### config.mk
export PLATFORM = sky130hd
export DESIGN_NAME = seq_alu_flat
export DESIGN_NICKNAME = d
export VERILOG_FILES = /design/src/rtl/alu_pkg.sv /design/src/rtl/seq_alu_if.sv /design/src/rtl/mul_shift_add.sv /design/src/rtl/seq_alu.sv /design/src/flat_wrapper.sv
export SDC_FILE = /design/constraint.sdc
export NUM_CORES = 1
export LEC_CHECK = 0
export ABC_AREA = 1
export CAP_MARGIN = 40
export CORE_MARGIN = 10
export CORE_UTILIZATION = 50
export CTS_CLUSTER_DIAMETER = 30
export DETAILED_ROUTE_END_ITERATION = 6
export PLACE_DENSITY = 0.74
export SETUP_SLACK_MARGIN = 0.05
export SLEW_MARGIN = 20
export SYNTH_ARGS = -nofsm -noshare
export SYNTH_HDL_FRONTEND = slang
export SYNTH_SLANG_ARGS = --single-unit
export TNS_END_PERCENT = 5
### constraint.sdc
create_clock -name clk -period 3.6 [get_ports clk]
set_clock_uncertainty 0.15 [all_clocks]
set_input_delay 0.54 -clock clk [delete_from_list [all_inputs] [get_ports clk]]
set_output_delay 0.54 -clock clk [all_outputs]
set_load 0.05 [all_outputs]
### src/rtl/alu_pkg.sv
`default_nettype none
// ============================================================================
//  Module   : alu_pkg
//  Purpose  : Shared definitions for the sequential ALU: default datapath
//             width, opcode encodings and FSM state encoding.
//  Revision : 1.0  initial release
// ============================================================================
package alu_pkg;

    localparam int ALU_WIDTH = 16;

    localparam logic [2:0] OP_PASSB = 3'b000;
    localparam logic [2:0] OP_ADD   = 3'b001;
    localparam logic [2:0] OP_SUB   = 3'b010;
    localparam logic [2:0] OP_MUL   = 3'b011;
    localparam logic [2:0] OP_INC   = 3'b100;
    localparam logic [2:0] OP_SHL   = 3'b101;
    localparam logic [2:0] OP_SHR   = 3'b110;
    localparam logic [2:0] OP_RSVD  = 3'b111;

    typedef enum logic [1:0] {
        S_IDLE = 2'd0,
        S_MUL  = 2'd1,
        S_DONE = 2'd2
    } state_t;

endpackage
`default_nettype wire

### src/rtl/seq_alu_if.sv
`default_nettype none
// ============================================================================
//  Module   : seq_alu_if
//  Purpose  : Control-unit <-> ALU handshake bundle.
//  Signals  : start/op/a/b   request and operands (master -> slave)
//             result/zero    registered result and zero flag (slave -> master)
//             busy/done      status and one-cycle completion pulse
//  Revision : 1.0  initial release
// ============================================================================
interface seq_alu_if
    import alu_pkg::*;
#(
    parameter int WIDTH = ALU_WIDTH
);
    logic             start;
    logic [2:0]       op;
    logic [WIDTH-1:0] a;
    logic [WIDTH-1:0] b;
    logic [WIDTH-1:0] result;
    logic             zero;
    logic             busy;
    logic             done;

    modport master (
        output start, op, a, b,
        input  result, zero, busy, done
    );

    modport slave (
        input  start, op, a, b,
        output result, zero, busy, done
    );
endinterface
`default_nettype wire

### src/rtl/mul_shift_add.sv
`default_nettype none
// ============================================================================
//  Module   : mul_shift_add
//  Purpose  : Iterative shift-add multiplier, one multiplier bit per step,
//             LSB first. Keeps the low WIDTH bits of the product.
//  Ports    : clk, rst      clock, synchronous active-high reset
//             load          latch operands, clear product and counter
//             step          perform one iteration
//             a, b          multiplicand / multiplier to load
//             last          current step is the final (WIDTH-th) iteration
//             prod_next     product value after the current step
//  Revision : 1.0  initial release
// ============================================================================
module mul_shift_add
    import alu_pkg::*;
#(
    parameter int WIDTH = ALU_WIDTH
) (
    input  wire logic             clk,
    input  wire logic             rst,
    input  wire logic             load,
    input  wire logic             step,
    input  wire logic [WIDTH-1:0] a,
    input  wire logic [WIDTH-1:0] b,
    output logic                  last,
    output logic [WIDTH-1:0]      prod_next
);
    localparam int             CW     = $clog2(WIDTH) + 1;
    localparam logic [CW-1:0]  c_last = CW'(WIDTH - 1);

    logic [WIDTH-1:0] r_mcand;
    logic [WIDTH-1:0] r_mplier;
    logic [WIDTH-1:0] r_prod;
    logic [CW-1:0]    r_cnt;

    // Exposed so the final step's sum can be registered into the result on
    // the same edge that completes the iteration.
    assign prod_next = r_prod + (r_mplier[0] ? r_mcand : '0);
    assign last      = (r_cnt == c_last);

    always_ff @(posedge clk) begin
        if (rst) begin
            r_mcand  <= '0;
            r_mplier <= '0;
            r_prod   <= '0;
            r_cnt    <= '0;
        end else if (load) begin
            r_mcand  <= a;
            r_mplier <= b;
            r_prod   <= '0;
            r_cnt    <= '0;
        end else if (step) begin
            r_prod   <= prod_next;
            r_mcand  <= r_mcand << 1;
            r_mplier <= r_mplier >> 1;
            r_cnt    <= r_cnt + 1'b1;
        end
    end
endmodule
`default_nettype wire

### src/rtl/seq_alu.sv
`default_nettype none
// ============================================================================
//  Module   : seq_alu
//  Purpose  : Multi-cycle WIDTH-bit ALU feeding the accumulator load path.
//             Single-cycle ops finish in one cycle; MUL runs WIDTH shift-add
//             iterations. All arithmetic is modulo 2^WIDTH.
//  Ports    : clk, rst      clock, synchronous active-high reset
//             bus (slave)   start/op/a/b in; result/zero/busy/done out
//  Revision : 1.0  initial release
// ============================================================================
module seq_alu
    import alu_pkg::*;
#(
    parameter int WIDTH = ALU_WIDTH
) (
    input  wire logic  clk,
    input  wire logic  rst,
    seq_alu_if.slave   bus
);
    state_t           r_state;
    logic [WIDTH-1:0] r_result;
    logic             r_zero;
    logic             r_busy;
    logic             r_done;

    logic [WIDTH-1:0] w_alu;
    logic [WIDTH-1:0] w_prod_next;
    logic             w_last;
    logic             w_load;
    logic             w_step;

    always_comb begin
        w_alu = '0;
        case (bus.op)
            OP_PASSB: w_alu = bus.b;
            OP_ADD:   w_alu = bus.a + bus.b;
            OP_SUB:   w_alu = bus.a - bus.b;
            OP_INC:   w_alu = bus.a + 1'b1;
            OP_SHL:   w_alu = bus.a << 1;
            OP_SHR:   w_alu = bus.a >> 1;
            default:  w_alu = '0;   // OP_MUL handled by the multiplier; OP_RSVD -> 0
        endcase
    end

    assign w_load = (r_state == S_IDLE) && bus.start && (bus.op == OP_MUL);
    assign w_step = (r_state == S_MUL);

    mul_shift_add #(
        .WIDTH (WIDTH)
    ) u_mul (
        .clk       (clk),
        .rst       (rst),
        .load      (w_load),
        .step      (w_step),
        .a         (bus.a),
        .b         (bus.b),
        .last      (w_last),
        .prod_next (w_prod_next)
    );

    always_ff @(posedge clk) begin
        if (rst) begin
            r_state  <= S_IDLE;
            r_result <= '0;
            r_zero   <= 1'b1;
            r_busy   <= 1'b0;
            r_done   <= 1'b0;
        end else begin
            case (r_state)
                S_IDLE: begin
                    if (bus.start) begin
                        r_busy <= 1'b1;
                        if (bus.op == OP_MUL) begin
                            r_state <= S_MUL;
                        end else begin
                            r_state  <= S_DONE;
                            r_result <= w_alu;
                            r_zero   <= (w_alu == '0);
                            r_done   <= 1'b1;
                        end
                    end
                end
                S_MUL: begin
                    if (w_last) begin
                        r_state  <= S_DONE;
                        r_result <= w_prod_next;
                        r_zero   <= (w_prod_next == '0);
                        r_done   <= 1'b1;
                    end
                end
                S_DONE: begin
                    r_state <= S_IDLE;
                    r_busy  <= 1'b0;
                    r_done  <= 1'b0;
                end
                default: begin
                    r_state <= S_IDLE;
                    r_busy  <= 1'b0;
                    r_done  <= 1'b0;
                end
            endcase
        end
    end

    assign bus.result = r_result;
    assign bus.zero   = r_zero;
    assign bus.busy   = r_busy;
    assign bus.done   = r_done;
endmodule
`default_nettype wire

### src/flat_wrapper.sv
// flat-port wrapper written by rule: the top's interface ports become plain ports
module seq_alu_flat import alu_pkg::*;
#(
    parameter int WIDTH = ALU_WIDTH
)
  (clk, rst, bus_start, bus_op, bus_a, bus_b, bus_result, bus_zero, bus_busy, bus_done);
  seq_alu_if #(.WIDTH(WIDTH)) bus_i ();
  input  wire logic clk;
  input  wire logic rst;
  input wire logic [$bits(bus_i.start)-1:0] bus_start;
  input wire logic [$bits(bus_i.op)-1:0] bus_op;
  input wire logic [$bits(bus_i.a)-1:0] bus_a;
  input wire logic [$bits(bus_i.b)-1:0] bus_b;
  output wire logic [$bits(bus_i.result)-1:0] bus_result;
  output wire logic [$bits(bus_i.zero)-1:0] bus_zero;
  output wire logic [$bits(bus_i.busy)-1:0] bus_busy;
  output wire logic [$bits(bus_i.done)-1:0] bus_done;
  assign bus_i.start = bus_start;
  assign bus_i.op = bus_op;
  assign bus_i.a = bus_a;
  assign bus_i.b = bus_b;
  assign bus_result = bus_i.result;
  assign bus_zero = bus_i.zero;
  assign bus_busy = bus_i.busy;
  assign bus_done = bus_i.done;
  seq_alu #(.WIDTH(WIDTH)) u_core (.clk(clk), .rst(rst), .bus(bus_i));
endmodule
==> flow_summary.ini <==
[worst_setup_path]
crit_required_ns = 3.74
critical_path_class = input pin to register
cp_cell_sequence = clkdlybuf4s50_1 -> nor2_2 -> nand2_1 -> nor2_2 -> a21oi_2 -> a21oi_1 -> o21ai_1 -> o21ai_1 -> a21oi_1 -> ha_1 -> buf_4 -> nand2_1 -> inv_1 -> a21boi_0 -> nand2_1 -> a21oi_2 -> nand3_1 -> nand2_1 -> nor2_1 -> nor2_1 -> nand4_1 -> nand2_1 -> nand2_1 -> nand2_1
crit_slowest_cell = clkdlybuf4s50_1
worst_path_largest_cell_delay_ns = 0.44
startpoint = bus_b[6]
start_kind = input pin
r2r_start = u_core.u_mul.r_mplier[0]$_SDFFE_PP0P_
crit_path_max_fanout = 4
cp-end-kind = register
cp.arrival_ns = 3.48
crit_top_cell = nand2_1

[final_layout]
final_cells = 1202
area.growth.synth_to_final_pct = 29.2
drive_above_1_share = 0.156
nNetsFinal = 1129
antenna_cells = 0
post-route-util = 0.653
design_area_sq_um = 7390

[global_routing]
overflow = 0
first_global_vias = 6003
grt_max_degree = 37
antenna_found_initial = 0
track_usage = 0.219
grt_pass1_wl_mm = 29.3

[synthesis]
netlist_area_sq_um = 5720
ys_ff_latch = 74
synth.largest_area_cell = dfxtp_1
synth_async_sr_flop_share = 0
seq_area_frac_synth = 0.259
synth_top_flop_cell = dfxtp_1
yosysWarnings = 0
synth_cells = 928
avgSynthCellArea_sq_um = 6.16
synth.distinct_cells = 43
synth.top_cell.area_share = 0.259
synth_nets = 1003
synth.area.top_cells = dfxtp_1 (26%), nand2_1 (21%), ha_1 (7.7%)
synth_edf_count = 0

[route]
drt_first_iter_violations = 511
route.met3.wl_mm = 1.04
drtAntennaViolNets = 0
avgViaCountPerCell = 5.35
routed-wl-met2_mm = 8.44
vias = 6433
wl_met1_mm = 7.94
detail_route.wl_per_cell_um = 15.1
drc = 0
topRoutingLayerUsed = met4
drtPass1Iterations = 6
finalWirelength_mm = 18.1

[clock_tree]
htreeDepth = 3
root_buffer = clkbuf_16
cts_buffer_depth = 2
clkTransAtPathRegs_ns = 0.06
clk_latency_ns = 0.35
hold_buffers = 0
cts.sinks = 74
cts_tree = done
numCtsBuffers = 9

[sta]
setup_viol = 0
setup_tns_ns = 0
tightest_slew_ns = 0.713
fmax_mhz = 300
rsz0062_at_grt = false
whs_ns = 0.318
fin_ws_ns = 0.264
post-route-period-util = 0.927
finalHoldViolCount = 0
slew_viol_final = 0
slew_headroom = 0.523
fin_crit_ns = 3.34

[placement]
preCtsSetupSlack_ns = -0.364
dpl_cell_area_sq_um = 6990
io_buffers = 56
dp_cells = 1185
gp_congestion = 0.984
hpwl_mm = 14.2

[floorplan]
die_h_um = 127
fp.dieArea_sq_um = 16100
coreArea_sq_um = 11300
ios = 57
rows = 39
start_util = 0.505
die_w_um = 127

[power_and_ir_drop]
ir_drop_mv = 0.278
p_per_area_nw_per_um2 = 342
finalPower_mw = 2.53
power_leakage_nw = 3.61

[worst_hold_path]
min_path_type = register to register
holdCritStartpoint = u_core.bus.result[8]$_SDFFE_PP0P_

[run]
cap_violations = 0

[run_status]
status = completed
## state kept, by name (all words and copies together), names as in the netlist
name and count:
u_core.bus.busy 1, u_core.bus.done 1, u_core.bus.result 16, u_core.bus.zero 1, u_core.r_state 2, u_core.u_mul.r_cnt 5, u_core.u_mul.r_mcand 16, u_core.u_mul.r_mplier 16
u_core.u_mul.r_prod 16
## cell type report
cell class | count | area [sq um]
inverter | 116 | 438
sequential | 74 | 1480
tap | 143 | 179
clock buffer | 9 | 225
timing repair buffer | 144 | 1240
multi-input combinational | 709 | 3780
fill | 1069 | 3930
clock inverter | 7 | 46.3
## per-layer routing
layer / vias up / track usage
met5: - / 0
met4: 0 / 0.104
met3: 48 / 0.0450
met2: 200 / 0.356
met1: 2883 / 0.271
li1: 3302 / -
## final timing paths
check	to	slack [ns]	cells after the start
setup reg to reg	u_core.bus.zero$_SDFFE_PP1P_	0.71	19
hold / removal	u_core.bus.result[8]$_SDFFE_PP0P_	0.32	2
setup / recovery	u_core.bus.zero$_SDFFE_PP1P_	0.26	24
hold reg to reg	u_core.bus.result[8]$_SDFFE_PP0P_	0.32	2
## cells in the mapped netlist, types with 4 or more instances
library cell    n
a21oi_1        65
nor3_1         12
nor2_1         69
nand3b_1        7
a21o_1          4
nand4_1        16
dfxtp_1        74
nand2_1       320
clkbuf_1       12
nand3_2         4
o21ai_0        34
xor2_1         10
nand3_1        50
or2_2           5
inv_2           7
o211ai_1        4
inv_1         107
buf_2           9
o22ai_1         5
a31oi_1        38
buf_4           4
ha_1           35
## placed cells by master, fill, tap and decap left out, types with 6 or more instances in the layout
cell,instances
inv_1,103
clkbuf_16,9
dfxtp_1,74
o21ai_1,6
inv_2,11
ha_1,34
buf_4,88
xor2_1,10
clkdlybuf4s50_1,47
o21ai_0,28
a31oi_1,38
nand3b_1,7
a21oi_1,58
dlymetal6s2s_1,8
nand2_2,9
a21oi_2,7
nand3_2,8
nand3_1,46
nor2_1,63
nand2_1,311
nor3_1,10
nand4_1,16
## repair_timing
item                                    4_1_cts  5_1_grt
endpoints found under the setup margin        5       11
gates resized for setup                       9       39
pin swaps                                     2       18
setup buffers                                 0        1
## critical path: cells and delay by family
family	cells	cell delay, ns
buffers and inverters	3	0.63
AOI/OAI and AO/OA	7	0.84
and+or+nand+nor	13	1.16
adders and majority gates	1	0.29
## cells by family after synthesis
group	share of synthesized area
AO/OA/AOI/OAI	0.165
XOR/XNOR	0.0199
adder cells (fa/ha/maj)	0.0836
buffers and inverters	0.101
flip-flops	0.259
AND/OR/NAND/NOR	0.371
## power by group
group          internal [mW]  total, mW  leakage [nW]  switching [mW]
clock network          0.463      0.829         0.127           0.366
logic                  0.341      0.829          2.89           0.488
registers              0.851      0.871         0.602          0.0197
total                   1.66       2.53          3.61           0.874
Note: power is estimated with default switching activity, not from simulation.
==> RTL edit (config.mk and constraints unchanged) <==
Encoding of `state_t`: now one-hot (3 bits for 3 states).
--- a/src/rtl/alu_pkg.sv
+++ b/src/rtl/alu_pkg.sv
@@ -20,6 +20,6 @@
 
-    typedef enum logic [1:0] {
-        S_IDLE = 2'd0,
-        S_MUL  = 2'd1,
-        S_DONE = 2'd2
+    typedef enum logic [2:0] {
+        S_IDLE = 3'b001,
+        S_MUL  = 3'b010,
+        S_DONE = 3'b100
     } state_t;
Behaviour: same outputs for any inputs over 10 cycles, from zero or initial values and one cycle with rst high; not proved beyond that.
==> RTL edit against the unedited design <==
Wire length about the same; fmax is 3.6% higher; sequential cell count rose by 1; area after synthesis up 0.48%; power grew 39%; final area up 0.29%; cell count shrank 1.9%; worst setup slack improved by 120 ps; largest power group is now combinational cells.
==> RTL edit: results (changes against the unedited design) <==
stage;metric;value;unit;change
power;finalPower;3.53;mW;was 2.53 mW
grt;gr-usage-all-layers;21.8;%;was 21.9%
synthesis;yosys-top-cells-count;235 x nand2_1, 111 x inv_1, 103 x nor2_1, 82 x a21oi_1, 75 x dfxtp_1;;was 320 x nand2_1, 107 x inv_1, 74 x dfxtp_1, 69 x nor2_1, 65 x a21oi_1
synthesis;syn_nets;980;;was 1003
synthesis;yosysUniqueCellTypes;45;;was 43
place;hpwl;14.4;mm;was 14.2 mm
routing;m1WireLength;8.33;mm;was 7.94 mm
critical_path;endpoint;u_core.bus.result[13]$_SDFFE_PP0P_;;was u_core.bus.zero$_SDFFE_PP1P_
synthesis;synth.avg_cell_area;6.35;µm²;was 6.16 µm²
grt;grt_max_degree;39;;was 37
run_status;status;finished clean;;unchanged
critical_path;ff2ff_setup_slack;910;ps;was 710 ps
cts;cts_setup_buffers;1;;was 0
routing;via_per_inst;5.36;;was 5.35
cells_and_area;final_nets;1106;;was 1129
routing;routed-wl-met3;904;µm;was 1.04 mm
cells_and_area;drive_gt1_share;14.9;%;was 15.6%
routing;first_iter_violations;521;;was 511
critical_path;critPathMaxStageDelay;370;ps;was 440 ps
place;dp_slack;-396;ps;was -364 ps
critical_path;startpoint;bus_b[0];;was bus_b[6]
cts;postCtsResizedCells;1;;was 9
critical_path;reg2reg_from;u_core.u_mul.r_mcand[0]$_SDFFE_PP0P_;;was u_core.u_mul.r_mplier[0]$_SDFFE_PP0P_
cells_and_area;design_area;7410;µm²;was 7390 µm²
place;place_area;7000;µm²;was 6990 µm²
critical_path;critPathSlowestCell;ha_1;;was clkdlybuf4s50_1
grt;grt_pass1_wl;29.3;mm;about the same
power;power_combinational;1.51;mW;was 829 µW
routing;finalWirelength;18.1;mm;about the same
power;ir_worst_vdd;0.000485;V;was 0.000278 V
cells_and_area;layout.cells.non_filler;1179;;was 1202
routing;dr.pass1.iters;5;;was 6
synthesis;synth-seq-area-share;26.1;%;was 25.9%
grt;met1_usage;27.2;%;was 27.1%
timing;fmax;311;MHz;was 300 MHz
timing;worstMarginPinSlew;721;ps;was 713 ps
power;pg_clk;993;µW;was 829 µW
==> RTL edit: cell types whose count changed after synthesis, sizes merged, moves of 8 or more <==
cell / before / now
inv: 115 / 123
nor2: 73 / 109
a22oi: 1 / 14
a21oi: 65 / 82
nand2: 322 / 238
a31oi: 38 / 11
a221oi: 4 / 18
==> RTL edit: cell type report <==
cell class              instances  area [µm²]  share of cell area, %
inverters                     123         467                   6.30
well taps                     143         179                   2.41
flip-flops and latches         75        1500                   20.3
repair buffers                144        1250                   16.9
clock inverters                 5        85.1                   1.15
clock buffers                  11         243                   3.28
multi-input cells             678        3680                   49.7
==> RTL edit: logic make-up (layout without fill, tap and decap cells) <==
| group | Yosys count | in the layout | share of synthesized area [%] |
|---|---|---|---|
| compound gates | 179 | 179 | 18.5 |
| xor+xnor | 15 | 15 | 2.29 |
| fa+ha+maj | 37 | 37 | 8.32 |
| buf+inv | 152 | 283 | 10.7 |
| flops | 75 | 75 | 26.1 |
| simple gates | 447 | 447 | 34.1 |
==> RTL edit: how the worst min path moves through the flow <==
stage	endpoint	start	slack, ps
floorplan	u_core.u_mul.r_cnt[4]$_SDFFE_PP0P_	u_core.u_mul.r_cnt[4]$_SDFFE_PP0P_	290
global placement	u_core.u_mul.r_cnt[4]$_SDFFE_PP0P_	u_core.u_mul.r_cnt[4]$_SDFFE_PP0P_	300
detailed placement	u_core.bus.done$_SDFFE_PP0P_	u_core.bus.done$_SDFFE_PP0P_	310
finish	u_core.bus.done$_SDFFE_PP0P_	u_core.bus.done$_SDFFE_PP0P_	320
global route	u_core.bus.done$_SDFFE_PP0P_	u_core.bus.done$_SDFFE_PP0P_	330
CTS	u_core.u_mul.r_mplier[5]$_SDFFE_PP0P_	u_core.u_mul.r_mplier[5]$_SDFFE_PP0P_	320
